$ cat config.mk
export PLATFORM = sky130hd
export DESIGN_NAME = vdma_axis_vid_out
export DESIGN_NICKNAME = d
export VERILOG_FILES = /design/src/rtl/vdma_pkg.sv /design/src/rtl/vdma_timing_cnt.sv /design/src/rtl/vdma_axis_vid_out.sv
export SDC_FILE = /design/constraint.sdc
export NUM_CORES = 1
export LEC_CHECK = 0
export ABC_AREA = 1
export BUFFER_PORTS_ARGS = -buffer_cell sky130_fd_sc_hd__clkbuf_2
export CORE_MARGIN = 2
export CORE_UTILIZATION = 40
export CTS_BUF_LIST = sky130_fd_sc_hd__clkbuf_8
export CTS_CLUSTER_SIZE = 30
export DETAILED_ROUTE_END_ITERATION = 16
export PLACE_DENSITY_LB_ADDON = 0.3
export SLEW_MARGIN = 5
export SYNTH_ARGS = -nofsm -noshare
export SYNTH_HDL_FRONTEND = slang
export SYNTH_HIERARCHICAL = 1
export SYNTH_SLANG_ARGS = --single-unit
$ cat constraint.sdc
create_clock -name s_axis_aclk -period 3.4 [get_ports s_axis_aclk]
set_clock_uncertainty 0.1 [all_clocks]
set_input_delay 0.34 -clock s_axis_aclk [delete_from_list [all_inputs] [get_ports s_axis_aclk]]
set_output_delay 0.34 -clock s_axis_aclk [all_outputs]
set_load 0.1 [all_outputs]
$ cat src/rtl/vdma_pkg.sv
// vdma_pkg: shared types, constants and timing helpers for the VDMA video blocks.
package vdma_pkg;

  typedef enum logic [0:0] {
    IDLE = 1'b0,
    RUN  = 1'b1
  } vid_state_t;

  localparam logic [23:0] BLACK_PIXEL = 24'h0;

  // Total length of a line or frame from its four regions.
  function automatic int calc_total(input int active, input int fp, input int sync, input int bp);
    return active + fp + sync + bp;
  endfunction

  // Counter width for a 0..total-1 count, never narrower than one bit.
  function automatic int cnt_width(input int total);
    return (total > 1) ? $clog2(total) : 1;
  endfunction

endpackage

$ cat src/rtl/vdma_timing_cnt.sv
// vdma_timing_cnt: horizontal/vertical raster counters with region decode.
// The counters hold at zero while clear is high, and step only when advance is high.
module vdma_timing_cnt
  import vdma_pkg::*;
#(
  parameter int H_ACTIVE = 192,
  parameter int H_FP     = 4,
  parameter int H_SYNC   = 8,
  parameter int H_BP     = 4,
  parameter int V_ACTIVE = 10,
  parameter int V_FP     = 1,
  parameter int V_SYNC   = 2,
  parameter int V_BP     = 1,
  parameter int HW       = cnt_width(calc_total(H_ACTIVE, H_FP, H_SYNC, H_BP)),
  parameter int VW       = cnt_width(calc_total(V_ACTIVE, V_FP, V_SYNC, V_BP))
)(
  input  logic          clk,
  input  logic          rst,
  input  logic          clear,
  input  logic          advance,
  output logic [HW-1:0] h_cnt,
  output logic [VW-1:0] v_cnt,
  output logic          active_h,
  output logic          active_v,
  output logic          hsync_region,
  output logic          vsync_region,
  output logic          last_pixel
);

  localparam int H_TOTAL = calc_total(H_ACTIVE, H_FP, H_SYNC, H_BP);
  localparam int V_TOTAL = calc_total(V_ACTIVE, V_FP, V_SYNC, V_BP);

  localparam logic [HW-1:0] H_ACT_END   = HW'(H_ACTIVE);
  localparam logic [HW-1:0] H_SYNC_LO   = HW'(H_ACTIVE + H_FP);
  localparam logic [HW-1:0] H_SYNC_HI   = HW'(H_ACTIVE + H_FP + H_SYNC - 1);
  localparam logic [HW-1:0] H_LAST      = HW'(H_TOTAL - 1);
  localparam logic [VW-1:0] V_ACT_END   = VW'(V_ACTIVE);
  localparam logic [VW-1:0] V_SYNC_LO   = VW'(V_ACTIVE + V_FP);
  localparam logic [VW-1:0] V_SYNC_HI   = VW'(V_ACTIVE + V_FP + V_SYNC - 1);
  localparam logic [VW-1:0] V_LAST      = VW'(V_TOTAL - 1);

  // Raster position: h_cnt steps every advancing clock, v_cnt steps on h_cnt wrap.
  always_ff @(posedge clk or posedge rst) begin
    if (rst) begin
      h_cnt <= '0;
      v_cnt <= '0;
    end else if (clear) begin
      h_cnt <= '0;
      v_cnt <= '0;
    end else if (advance) begin
      if (h_cnt == H_LAST) begin
        h_cnt <= '0;
        if (v_cnt == V_LAST) begin
          v_cnt <= '0;
        end else begin
          v_cnt <= v_cnt + 1'b1;
        end
      end else begin
        h_cnt <= h_cnt + 1'b1;
      end
    end else begin
      h_cnt <= h_cnt;
      v_cnt <= v_cnt;
    end
  end

  assign active_h     = (h_cnt < H_ACT_END);
  assign active_v     = (v_cnt < V_ACT_END);
  assign hsync_region = (h_cnt >= H_SYNC_LO) && (h_cnt <= H_SYNC_HI);
  assign vsync_region = (v_cnt >= V_SYNC_LO) && (v_cnt <= V_SYNC_HI);
  assign last_pixel   = (h_cnt == H_LAST) && (v_cnt == V_LAST);

endmodule

$ cat src/rtl/vdma_axis_vid_out.sv
// vdma_axis_vid_out: pulls 32-bit AXI-Stream pixel words and emits registered
// raster video (hsync/vsync/de/rgb). Starved active pixels go out black and
// are counted; the raster never slips.
// Optional: define VDMA_VID_OUT_SOF_RESYNC_EN to add s_axis_tuser and stall
// the raster at pixel (0,0) until a start-of-frame word arrives.
module vdma_axis_vid_out
  import vdma_pkg::*;
#(
  parameter int IMAGE_WIDTH  = 192,
  parameter int IMAGE_HEIGHT = 10,
  parameter int H_FP         = 4,
  parameter int H_SYNC       = 8,
  parameter int H_BP         = 4,
  parameter int V_FP         = 1,
  parameter int V_SYNC       = 2,
  parameter int V_BP         = 1
)(
  input  logic        s_axis_aclk,
  input  logic        s_axis_areset,
  input  logic [31:0] s_axis_tdata,
  input  logic        s_axis_tvalid,
`ifdef VDMA_VID_OUT_SOF_RESYNC_EN
  input  logic        s_axis_tuser,
`endif
  output logic        s_axis_tready,
  input  logic        vid_enable,
  output logic        vid_hsync,
  output logic        vid_vsync,
  output logic        vid_de,
  output logic [23:0] vid_data,
  output logic        vid_sof,
  output logic        underflow,
  output logic [15:0] underflow_cnt
);

  localparam int HW = cnt_width(calc_total(IMAGE_WIDTH, H_FP, H_SYNC, H_BP));
  localparam int VW = cnt_width(calc_total(IMAGE_HEIGHT, V_FP, V_SYNC, V_BP));

  vid_state_t      state;
  vid_state_t      next_state;
  logic [HW-1:0]   h_cnt;
  logic [VW-1:0]   v_cnt;
  logic            active_h;
  logic            active_v;
  logic            hsync_region;
  logic            vsync_region;
  logic            last_pixel;
  logic            run;
  logic            first_pixel;
  logic            pix_slot;
  logic            stall;
  logic            advance;
  logic            pix_de;
  logic            unused_tdata;

  // Alpha/pad byte of the stream word carries nothing for this output.
  assign unused_tdata = ^s_axis_tdata[31:24];

  vdma_timing_cnt #(
    .H_ACTIVE (IMAGE_WIDTH),
    .H_FP     (H_FP),
    .H_SYNC   (H_SYNC),
    .H_BP     (H_BP),
    .V_ACTIVE (IMAGE_HEIGHT),
    .V_FP     (V_FP),
    .V_SYNC   (V_SYNC),
    .V_BP     (V_BP),
    .HW       (HW),
    .VW       (VW)
  ) u_timing (
    .clk          (s_axis_aclk),
    .rst          (s_axis_areset),
    .clear        (~run),
    .advance      (advance),
    .h_cnt        (h_cnt),
    .v_cnt        (v_cnt),
    .active_h     (active_h),
    .active_v     (active_v),
    .hsync_region (hsync_region),
    .vsync_region (vsync_region),
    .last_pixel   (last_pixel)
  );

  // State register.
  always_ff @(posedge s_axis_aclk or posedge s_axis_areset) begin
    if (s_axis_areset) begin
      state <= IDLE;
    end else begin
      state <= next_state;
    end
  end

  // Next state: start on enable, stop only at the end of a complete frame.
  always_comb begin
    next_state = state;
    case (state)
      IDLE: begin
        if (vid_enable) begin
          next_state = RUN;
        end else begin
          next_state = IDLE;
        end
      end
      RUN: begin
        if (last_pixel && !vid_enable) begin
          next_state = IDLE;
        end else begin
          next_state = RUN;
        end
      end
      default: next_state = IDLE;
    endcase
  end

  // Per-clock control decode from state and raster position.
  always_comb begin
    run         = (state == RUN);
    first_pixel = (h_cnt == '0) && (v_cnt == '0);
    pix_slot    = run && active_h && active_v;
`ifdef VDMA_VID_OUT_SOF_RESYNC_EN
    stall       = run && first_pixel && !(s_axis_tvalid && s_axis_tuser);
`else
    stall       = 1'b0;
`endif
    advance       = run && !stall;
    pix_de        = pix_slot && !stall;
    s_axis_tready = pix_slot;
  end

  // Registered video outputs and the saturating starvation counter.
  always_ff @(posedge s_axis_aclk or posedge s_axis_areset) begin
    if (s_axis_areset) begin
      vid_hsync     <= 1'b0;
      vid_vsync     <= 1'b0;
      vid_de        <= 1'b0;
      vid_data      <= BLACK_PIXEL;
      vid_sof       <= 1'b0;
      underflow     <= 1'b0;
      underflow_cnt <= 16'h0000;
    end else begin
      vid_hsync <= run && hsync_region;
      vid_vsync <= run && vsync_region;
      vid_de    <= pix_de;
      vid_data  <= (pix_de && s_axis_tvalid) ? s_axis_tdata[23:0] : BLACK_PIXEL;
      vid_sof   <= pix_de && first_pixel;
      underflow <= pix_de && !s_axis_tvalid;
      if (pix_de && !s_axis_tvalid && (underflow_cnt != 16'hFFFF)) begin
        underflow_cnt <= underflow_cnt + 16'd1;
      end else begin
        underflow_cnt <= underflow_cnt;
      end
    end
  end

endmodule

# Word-level counts from Yosys, hierarchy flattened
# Cells that the tools add are included.
# classes
n_addsub	3
n_mul	0
div_mod_pow	0
magnitude_cmp	6
n_eq_ne	4
shift	0
n_mux	9
n_bitwise	1
reduce_logical	17
# ops
operator	count
two-way mux 24 bit	1
adder 16 x 1 -> 16 bit (second input constant)	1
two-way mux 8 bit	2
inequality test 16 bit (second input constant)	1
logical AND 1 bit	13
two-way mux 4 bit	3
adder 8 x 1 -> 8 bit (second input constant)	1
equality test 8 bit (second input constant)	1
>= comparator 8 bit (second input constant)	1
<= comparator 8 bit (second input constant)	1
logical NOT 8 bit	1
< comparator 8 bit (second input constant)	1
adder 4 x 1 -> 4 bit (second input constant)	1
equality test 4 bit (second input constant)	1
>= comparator 4 bit (second input constant)	1
<= comparator 4 bit (second input constant)	1
logical NOT 4 bit	1
< comparator 4 bit (second input constant)	1
logical NOT 1 bit	2
two-way mux 1 bit	2
inequality test 2 x 1 -> 1 bit (second input constant)	1
case mux 1 bit (2 select lines)	1
inverter 1 bit	1
# totals
reg_bits	58
latchBits	0
ramBits	0
romBits	0
in_bits	36
out_inout_bits	46
wordCells	50
n_memories	0

# Depth between registers and ports, before layout
# Gate-level depths: netlist of run 1.
# logic_depth
ltp_word	5
mapped_depth	9
ltp_nobuf	8

# By module
# Netlist of run 1, hierarchy kept.
# by_module_without_submodules
module	instances	cells_each	area_each_um2	seq_area_each_um2
vdma_axis_vid_out	1	259	2095.8	1151.1
vdma_timing_cnt	1	107	763.2	300.3

# Least setup slack after synthesis of run 1
# No wires, ideal clock.
# synth_timing
kind	register to register
from	register underflow_cnt[0]
to	register underflow_cnt[14]
setup_ns	0.122
arrival_ns	2.047
required_ns	3.178
path_slack_ns	1.131
path_stages_with_launch	9
n_path_buf	0
period_less_slack_ns	2.269
path_cell_list	dfrtp_1 -> ha_1 -> nand3_2 -> nor2_1 -> nand2_1 -> nor2_1 -> nand2_1 -> nand2_1 -> nand2_1
# synth_between
elab_chain_cells	2
elab_cells_between_ends	3
cone_classes	add/sub: 1; eq/ne: 1; reduce/logical: 1
# synth_lines
item	line_no	text
from (decl)	vdma_axis_vid_out.sv:33	output logic [15:0] underflow_cnt
from (signal assigned)	vdma_axis_vid_out.sv:148	underflow_cnt <= underflow_cnt + 16'd1;
from (signal assigned)	vdma_axis_vid_out.sv:150	underflow_cnt <= underflow_cnt;
branches (longest 2 deep; another with adder 16 x 1 -> 16 bit)	n/a	
# Several ways; the timed one is not identified.
# A chain may end at the register's enable or synchronous reset.

# Worst setup path after layout of run 1
# layout_timing
from	register u_timing.v_cnt[1]
to	output port s_axis_tready
# layout_between
elab_chain_cells	2
# layout_lines
item	line_no	text
from (decl)	vdma_timing_cnt.sv:22	output logic [VW-1:0] v_cnt,
from (signal assigned)	vdma_timing_cnt.sv:56	v_cnt <= v_cnt + 1'b1;
from (signal assigned)	vdma_timing_cnt.sv:63	v_cnt <= v_cnt;
< comparator 4 bit	vdma_timing_cnt.sv:68	assign active_v = (v_cnt < V_ACT_END);
net active_v	vdma_axis_vid_out.sv:44	logic active_v;
logical AND 1 bit	vdma_axis_vid_out.sv:119	pix_slot = run && active_h && active_v;
to (decl)	vdma_axis_vid_out.sv:25	output logic s_axis_tready,
# The timed path passes the listed nets, and every way through them passes these cells.

==> results of run 1 <==
==> flip-flops by register name, indices dropped and copies added, names as in the netlist <==
name,flops
advance,1
u_timing/h_cnt,8
u_timing/v_cnt,4
underflow,1
underflow_cnt,16
vid_data,24
vid_de,1
vid_hsync,1
vid_sof,1
vid_vsync,1
==> area by class of cell <==
cell class / count / area [um^2] / area share
Sequential cell: 58 / 1451 / 0.4099
Multi-Input combinational cell: 239 / 1131 / 0.3194
Timing Repair Buffer: 74 / 375.4 / 0.1060
Inverter: 65 / 244.0 / 0.06890
Clock buffer: 10 / 137.6 / 0.03887
Tap cell: 96 / 120.1 / 0.03392
Clock inverter: 6 / 81.33 / 0.02297
==> worst register-to-register path: stages, from the launching register on <==
cell and delay [ns]:
sky130_fd_sc_hd__dfrtp_1 0.46, sky130_fd_sc_hd__o21ai_0 0.32, sky130_fd_sc_hd__nand3_1 0.14, sky130_fd_sc_hd__inv_1 0.15, sky130_fd_sc_hd__nand2_1 0.45, sky130_fd_sc_hd__nor2_1 0.26
==> what timing repair did <==
action,4_1_cts,5_1_grt
endpoints found under the setup margin,0,0
endpoints found under the hold margin,12,0
buffers inserted,0,0
hold buffers,1,0
==> per-layer routing <==
metal / GRT usage / wire (um) / vias to the layer above
met1: 0.2031 / 2579 / 1135
li1: - / - / 1279
met2: 0.2693 / 3190 / 61
met4: 0.1129 / 187 / 0
met5: 0 / 0 / -
met3: 0.03545 / 297 / 14
==> cells in the final DEF, fill, tap and decap left out, drive strengths merged <==
master and count:
nor2 67, nand3b 1, dlygate4sd3 1, dfrtp 58, a21oi 2, bufinv 2
nand4 10, nor3 3, and3 1, and2 1, clkinv 5, nand3 22
ha 3, clkinvlp 1, a211oi 1, nand2 108, xor2 3, o21bai 1
nor4 3, inv 63, o21ai 10, clkbuf 83, xnor2 3
==> power groups by stage <==
| stage | registers, mW | logic (mW) | clock network [mW] |
|---|---|---|---|
| 2_1_floorplan | 1.11 | 0.102 | 0 |
| 3_3_place_gp | 0.800 | 0.505 | 0 |
| 3_5_place_dp | 0.801 | 0.510 | 0 |
| 4_1_cts | 0.788 | 0.512 | 0.719 |
| 5_1_grt | 0.797 | 0.533 | 0.748 |
| 6_report | 0.789 | 0.507 | 0.708 |
==> through the flow <==
stage | setup WS, ns | power, mW | hold WS (ns)
after detailed placement | 1.418 | 1.310 | 0.2961
final | 1.067 | 2.004 | 0.07467
after global routing | 0.8758 | 2.078 | 0.06778
after global placement | 1.432 | 1.305 | 0.2960
after CTS | 1.061 | 2.018 | 0.06435
after floorplan | 1.131 | 1.217 | 0.1047
==> logic make-up (layout without fill, tap and decap cells) <==
group,count (synthesis),in the layout
adders and majority gates,3,3
buffers and inverters,69,155
and+or+nand+nor,216,216
AOI/OAI and AO/OA,14,14
xor gates and xnor gates,6,6
DFF,58,58
==> worst min path at each step <==
stage | start | to | slack (ns) | cells after the start
final | s_axis_tdata[22] | vid_data[22]$_DFF_PP0_ | 0.07 | 3
after global routing | s_axis_tdata[2] | vid_data[2]$_DFF_PP0_ | 0.07 | 3
after CTS | s_axis_tdata[22] | vid_data[22]$_DFF_PP0_ | 0.06 | 3
after detailed placement | s_axis_areset | u_timing/v_cnt[0]$_DFFE_PP0P_ | 0.30 | 2
after global placement | s_axis_areset | u_timing/v_cnt[3]$_DFFE_PP0P_ | 0.30 | 2
after floorplan | s_axis_areset | u_timing/h_cnt[0]$_DFFE_PP0P_ | 0.10 | 1
==> results.sh, run 1 <==
export IMPL_final_wl_mm=6.255
export IMPL_start_util=0.4162
export IMPL_p_per_area_mw_per_mm2=566.0
export IMPL_rows=30
export IMPL_routability_congestion=0.8172
export IMPL_yosysUniqueCellTypes=28
export IMPL_count_of_filler_cells_inserted_in_the_layout=655
export IMPL_total_switching_power_mw=0.7609
export IMPL_yosys_area_share_xor_xnor=0.01838
export IMPL_compound_gate_fraction_of_synth_area=0.02888
export IMPL_area_share_of_and_or_nand_nor_cells_after_synthesis=0.3352
export IMPL_sw_frac_of_total=0.3796
export IMPL_drt_pass1_iter_count=4
export IMPL_hpwl_mm=4.519
export IMPL_gr_usage_all_layers=0.1679
export IMPL_layout_drive_gt1_share=0.2500
export IMPL_power_combinational_fraction=0.253
export IMPL_finished_layout_cells=548
export IMPL_synth_area_leader_cell="sky130_fd_sc_hd__dfrtp_1"
export IMPL_critPathMaxFanout=8
export IMPL_globalRouteOverflowTotal=0
export IMPL_rsz_0062_raised_after_global_routing="no"
export IMPL_worst_path_dominant_cell_family="buffers and inverters"
export IMPL_netlist_area_leader_share=0.5077
export IMPL_setup_crit_end_kind="output pin"
export IMPL_grt_start_max_net_pins=47
export IMPL_via_count=2489
export IMPL_die_h_um=88.54
export IMPL_leakage_power_nw=2.009
export IMPL_finalHoldViolations=0
export IMPL_dpl_cell_area_mm2=0.003312
export IMPL_layout_core_utilization=0.5155
export IMPL_antennaDiodeCount=0
export IMPL_synthArstFlopShare=1.000
export IMPL_max_vdd_ir_drop_uv=206.4
export IMPL_via_count_of_the_first_global_routing_pass=2305
export IMPL_clockRootBuffer="sky130_fd_sc_hd__clkbuf_8"
export IMPL_synth_top_family_by_area="simple AND/OR/NAND/NOR gates"
export IMPL_setup_worst_path_class="reg -> out"
export IMPL_reg2reg_slack_ns=1.43
export IMPL_die_area_mm2=0.007839
export IMPL_totalNegativeSetupSlack_ns=0
export IMPL_synth_fa_ha_area_frac=0.01313
export IMPL_status="finished, final reports clean"
export IMPL_final_min_clock_period_ns=2.333
export IMPL_cell_internal_pwr_mw=1.243
export IMPL_r2r_end="vid_data[4]$_DFF_PP0_"
export IMPL_setup_worst_path_start="u_timing/v_cnt[1]$_DFFE_PP0P_"
export IMPL_global_route_wire_length_before_repair_mm=9.963
export IMPL_synth_yosys_seq_area_share=0.5077
export IMPL_postSynthRegisterBits=58
export IMPL_clkLatencyLatePin_ns=0.35
export IMPL_period_share=0.6861
export IMPL_gate_count_after_technology_mapping=366
export IMPL_crit_path_buffers_inverters=2
export IMPL_crit_arrival_ns=1.89
export IMPL_tritoncts="built"
export IMPL_floorplan_core_area_mm2=0.006869
export IMPL_commonest_cells_in_the_synthesized_netlist="sky130_fd_sc_hd__nand2_1 (102), sky130_fd_sc_hd__nor2_1 (59), sky130_fd_sc_hd__dfrtp_1 (58), sky130_fd_sc_hd__inv_1 (57), sky130_fd_sc_hd__nand3_1 (19)"
export IMPL_final_nets=486
export IMPL_synthesis_area_per_instance_um2=7.811
export IMPL_placed_instance_count=531
export IMPL_worstReg2RegStart="u_timing/v_cnt[1]$_DFFE_PP0P_"
export IMPL_yosys_warnings=6
export IMPL_design_portCount=82
export IMPL_worst_setup_path_endpoint="s_axis_tready"
export IMPL_drtIter0Drc=124
export IMPL_synth_most_common_cell="sky130_fd_sc_hd__nand2_1"
export IMPL_die_width_um=88.54
export IMPL_cts_made_buffers=9
export IMPL_synth_nets=405
export IMPL_synth_edf_count=0
export IMPL_wl_per_cell_um=11.41
export IMPL_syn2layout_area_growth_pct=23.85
export IMPL_final_area_mm2=0.003541
export IMPL_rr_worst_depth=5
export IMPL_timing_final_setup_violations=0
export IMPL_cts_resized_gates=0
export IMPL_critPathSlowestCell="sky130_fd_sc_hd__clkbuf_2"
export IMPL_worst_pin_slew_ns=0.9483
export IMPL_clock_path_buffers=2
export IMPL_crit_required_ns=2.96
export IMPL_part_of_the_total_power_dissipated_in_the_clock_network=0.353
export IMPL_clock_sink_count=58
export IMPL_initial_antenna_violation_count=0
export IMPL_synthesis_area_mm2=0.002859
export IMPL_count_of_pins_over_their_slew_limit=0
export IMPL_buffer_ports_inserted=73
export IMPL_clk_pin_slew_worst_paths_ns=0.07
export IMPL_highest_clock_rate_ghz=0.4287
export IMPL_ctsHtreeMaxLevel=3
export IMPL_crit_path_max_incr_delay_ns=0.48
export IMPL_synth_top_cells_by_area="sky130_fd_sc_hd__dfrtp_1 (51%), sky130_fd_sc_hd__nand2_1 (13%), sky130_fd_sc_hd__nor2_1 (7.7%)"
export IMPL_max_cap_violations=0
export IMPL_pwr_share_seq=0.394
export IMPL_ant_nets=0
export IMPL_drt_drc_violations_left=0
export IMPL_min_path_type="in -> reg"
export IMPL_critical_path_cell_by_cell="o21ai_0 -> nand3_1 -> inv_1 -> clkbuf_2"
export IMPL_timing_critical_path_from_type="register"
export IMPL_synth_mux_area_frac=0
export IMPL_main_synth_ff_type="sky130_fd_sc_hd__dfrtp_1"
export IMPL_slew_headroom=0.3669
export IMPL_vias_per_cell=4.542
export IMPL_worst_path_stages=4
No activity file was read; power rests on OpenSTA's default activity.
==> run 2: changes to the inputs <==
--- a/config.mk
+++ b/config.mk
@@ -5,7 +5,7 @@
 export SDC_FILE = /design/constraint.sdc
 export NUM_CORES = 1
 export LEC_CHECK = 0
-export ABC_AREA = 1
+export ABC_AREA = 0
 export BUFFER_PORTS_ARGS = -buffer_cell sky130_fd_sc_hd__clkbuf_2
 export CORE_MARGIN = 2
 export CORE_UTILIZATION = 40
==> constraint.sdc (replaced) <==
create_clock -name s_axis_aclk -period 2.2 [get_ports s_axis_aclk]
set_clock_uncertainty 0.1 [all_clocks]
set_input_delay 0.22 -clock s_axis_aclk [delete_from_list [all_inputs] [get_ports s_axis_aclk]]
set_output_delay 0.22 -clock s_axis_aclk [all_outputs]
set_load 0.1 [all_outputs]
==> run 2 against run 1 <==
  * Design area is 2.2% lower
  * Critical endpoint unchanged
  * Synthesized area decreased by 9.3%
  * Sequential share of layout area up 1.4 points
==> results.sh, run 2 <==
export IMPL_drt_drc_violations_left=0
export IMPL_final_wl_mm=5.927
export IMPL_setup_crit_end_kind="output pin"
export IMPL_rows=29
export IMPL_pwr_share_seq=0.413
export IMPL_ctsHtreeMaxLevel=3
export IMPL_drt_pass1_iter_count=4
export IMPL_count_of_filler_cells_inserted_in_the_layout=547
export IMPL_global_route_wire_length_before_repair_mm=9.901
export IMPL_largest_register_ff_count=24
export IMPL_part_of_the_total_power_dissipated_in_the_clock_network=0.279
export IMPL_crit_arrival_ns=1.70
export IMPL_ant_nets=0
export IMPL_totalNegativeSetupSlack_ns=0
export IMPL_setup_worst_path_start="u_timing/v_cnt[1]$_DFFE_PP0P_"
export IMPL_placed_instance_count=382
export IMPL_max_vdd_ir_drop_uv=1153
export IMPL_synthArstFlopShare=1.000
export IMPL_timing_critical_path_from_type="register"
export IMPL_layout_common_cells="sky130_fd_sc_hd__clkbuf_2 (72), sky130_fd_sc_hd__dfrtp_1 (44), sky130_fd_sc_hd__and3_1 (25)"
export IMPL_commonest_cells_in_the_synthesized_netlist="sky130_fd_sc_hd__dfrtp_1 (58), sky130_fd_sc_hd__and3_1 (25), sky130_fd_sc_hd__nor2_1 (14)"
export IMPL_post_cts_buffers=0
export IMPL_final_min_clock_period_ns=2.020
export IMPL_p_per_area_mw_per_mm2=880.7
export IMPL_min_path_type="in -> reg"
export IMPL_yosys_area_share_xor_xnor=0.05403
export IMPL_syn2layout_area_growth_pct=33.48
export IMPL_cell_internal_pwr_mw=1.753
export IMPL_clk_pin_slew_worst_paths_ns=0.06
export IMPL_design_portCount=82
export IMPL_sw_frac_of_total=0.4252
export IMPL_largest_registers="vid_data: 24 flops, underflow_cnt: 16 flops, u_timing/h_cnt: 8 flops"
export IMPL_period_share=0.9181
export IMPL_synth_fa_ha_area_frac=0.01447
export IMPL_max_cap_violations=0
export IMPL_globalRouteOverflowTotal=0
export IMPL_finished_layout_cells=413
export IMPL_synthesis_area_mm2=0.002594
export IMPL_regMostFlops="vid_data"
export IMPL_synthesis_area_per_instance_um2=11.33
export IMPL_count_of_pins_over_their_slew_limit=0
export IMPL_clkLatencyLatePin_ns=0.34
export IMPL_synth_edf_count=0
export IMPL_die_area_mm2=0.007144
export IMPL_holdBufCountCts=15
export IMPL_power_combinational_fraction=0.308
export IMPL_yosysUniqueCellTypes=46
export IMPL_footprint_of_the_multi_input_gates_mm2=0.001067
export IMPL_wl_per_cell_um=14.35
export IMPL_routability_congestion=0.7974
export IMPL_synth_top_family_by_area="simple AND/OR/NAND/NOR gates"
export IMPL_netlist_area_leader_share=0.5596
export IMPL_compound_gate_fraction_of_synth_area=0.06078
export IMPL_clock_sink_count=58
export IMPL_synth_yosys_seq_area_share=0.5596
export IMPL_synth_top_cells_by_area="sky130_fd_sc_hd__dfrtp_1 (56%), sky130_fd_sc_hd__and3_1 (6.0%), sky130_fd_sc_hd__xnor2_1 (2.7%)"
export IMPL_worstReg2RegStart="u_timing/v_cnt[1]$_DFFE_PP0P_"
export IMPL_clockRootBuffer="sky130_fd_sc_hd__clkbuf_8"
export IMPL_setup_worst_path_class="reg -> out"
export IMPL_clock_path_buffers=2
export IMPL_main_synth_ff_type="sky130_fd_sc_hd__dfrtp_1"
export IMPL_drtIter0Drc=104
export IMPL_worst_hold_startpoint="s_axis_tdata[2]"
export IMPL_die_width_um=84.53
export IMPL_layout_drive_gt1_share=0.4018
export IMPL_timing_final_setup_violations=0
export IMPL_synth_mux_area_frac=0.01640
export IMPL_critPathMaxFanout=6
export IMPL_grt_start_max_net_pins=34
export IMPL_via_count_of_the_first_global_routing_pass=2075
export IMPL_crit_required_ns=1.88
export IMPL_hpwl_mm=4.050
export IMPL_vias_per_cell=5.068
export IMPL_cts_resized_gates=0
export IMPL_cts_made_buffers=9
export IMPL_floorplan_core_area_mm2=0.006314
export IMPL_initial_antenna_violation_count=0
export IMPL_area_occupied_by_registers_mm2=0.001469
export IMPL_leakage_power_nw=1.746
export IMPL_die_h_um=84.53
export IMPL_area_share_of_and_or_nand_nor_cells_after_synthesis=0.2658
export IMPL_gr_usage_all_layers=0.1783
export IMPL_finalHoldViolations=0
export IMPL_highest_clock_rate_ghz=0.4951
export IMPL_antennaDiodeCount=0
export IMPL_slew_headroom=0.5267
export IMPL_buffer_ports_inserted=73
export IMPL_synth_nets=268
export IMPL_synth_area_leader_cell="sky130_fd_sc_hd__dfrtp_1"
export IMPL_total_switching_power_mw=1.296
export IMPL_postSynthRegisterBits=58
export IMPL_start_util=0.4108
export IMPL_final_nets=370
export IMPL_via_count=2093
export IMPL_synth_most_common_cell="sky130_fd_sc_hd__dfrtp_1"
export IMPL_gate_count_after_technology_mapping=229
export IMPL_yosys_warnings=6
export IMPL_rsz_0062_raised_after_global_routing="no"
export IMPL_status="finished, final reports clean"
export IMPL_tritoncts="built"
export IMPL_worst_pin_slew_ns=0.7089
export IMPL_layout_commonest_cell="sky130_fd_sc_hd__clkbuf_2"
[run 2: cell types whose count changed after synthesis, sizes merged, moves of 5 or more]
cell / delta
clkbuf: +6
nand2: -98
or3: +7
xor2: +5
nor2: -53
inv: -52
and3: +24
nand3: -12
xnor2: +5
[run 2: routing by layer]
| layer | up-vias | share of wire | routed length, um | GRT usage |
|---|---|---|---|---|
| met5 | - | 0 | 0 | 0 |
| met4 | 0 | 0.017 | 103 | 0.08225 |
| met3 | 9 | 0.066 | 394 | 0.06490 |
| met2 | 70 | 0.46 | 2756 | 0.2670 |
| met1 | 990 | 0.45 | 2673 | 0.2313 |
| li1 | 1024 | - | - | - |
[run 2: final timing paths]
kind	to	slack [ns]	cells after the start
max	s_axis_tready	0.18	4
min	vid_data[2]$_DFF_PP0_	0.03	2
max reg2reg	underflow_cnt[12]$_DFFE_PP0P_	0.21	6
min reg2reg	underflow_cnt[15]$_DFFE_PP0P_	0.38	1
max in group asynchronous	vid_data[17]$_DFF_PP0_	0.95	4
min in group asynchronous	u_timing/h_cnt[4]$_DFFE_PP0P_	0.38	3
[run 2: per-stage QoR]
| stage | total power, mW | utilization | setup slack, ns | hold WS, ns | area, um^2 |
|---|---|---|---|---|---|
| floorplan | 2.022 | - | 0.01612 | -0.01530 | 2613 |
| global placement | 2.190 | 0.4974 | 0.2507 | 0.1811 | 3141 |
| detailed placement | 2.201 | 0.4974 | 0.2335 | 0.1949 | 3141 |
| CTS | 3.092 | 0.5484 | 0.1422 | 0.001471 | 3462 |
| global route | 3.195 | 0.5484 | 0.03970 | 0.007255 | 3462 |
| finish | 3.049 | 0.5484 | 0.1802 | 0.02712 | 3462 |
[run 2: final cells by class]
class                   count  share of cell area
repair buffers            100              0.1793
flip-flops and latches     58              0.4243
clock inverters             6            0.009758
clock buffers              10             0.03975
well taps                  77             0.02783
inverters                  10             0.01084
multi-input cells         152              0.3083
[run 2: logic make-up (layout without fill, tap and decap cells)]
group | Yosys count | count (layout)
buffers and inverters | 19 | 126
XOR/XNOR | 16 | 16
AND/OR/NAND/NOR | 105 | 105
multiplexers | 4 | 4
flip-flops | 58 | 58
AO/OA/AOI/OAI | 24 | 24
adder cells (fa/ha/maj) | 3 | 3
[run 2: power by group through the flow]
stage / sequential, mW / combinational [mW] / clock [mW]
after floorplan: 1.87 / 0.153 / 0
after global placement: 1.27 / 0.917 / 0
after detailed placement: 1.28 / 0.924 / 0
after CTS: 1.26 / 0.945 / 0.889
after global routing: 1.27 / 0.983 / 0.941
final: 1.26 / 0.939 / 0.851
[run 2: worst max-delay path, stage by stage, from the launching register on]
cell                      delay (ns)
sky130_fd_sc_hd__dfrtp_1        0.38
sky130_fd_sc_hd__o21ai_0        0.21
sky130_fd_sc_hd__buf_4          0.16
sky130_fd_sc_hd__and3_1         0.38
sky130_fd_sc_hd__buf_12         0.23
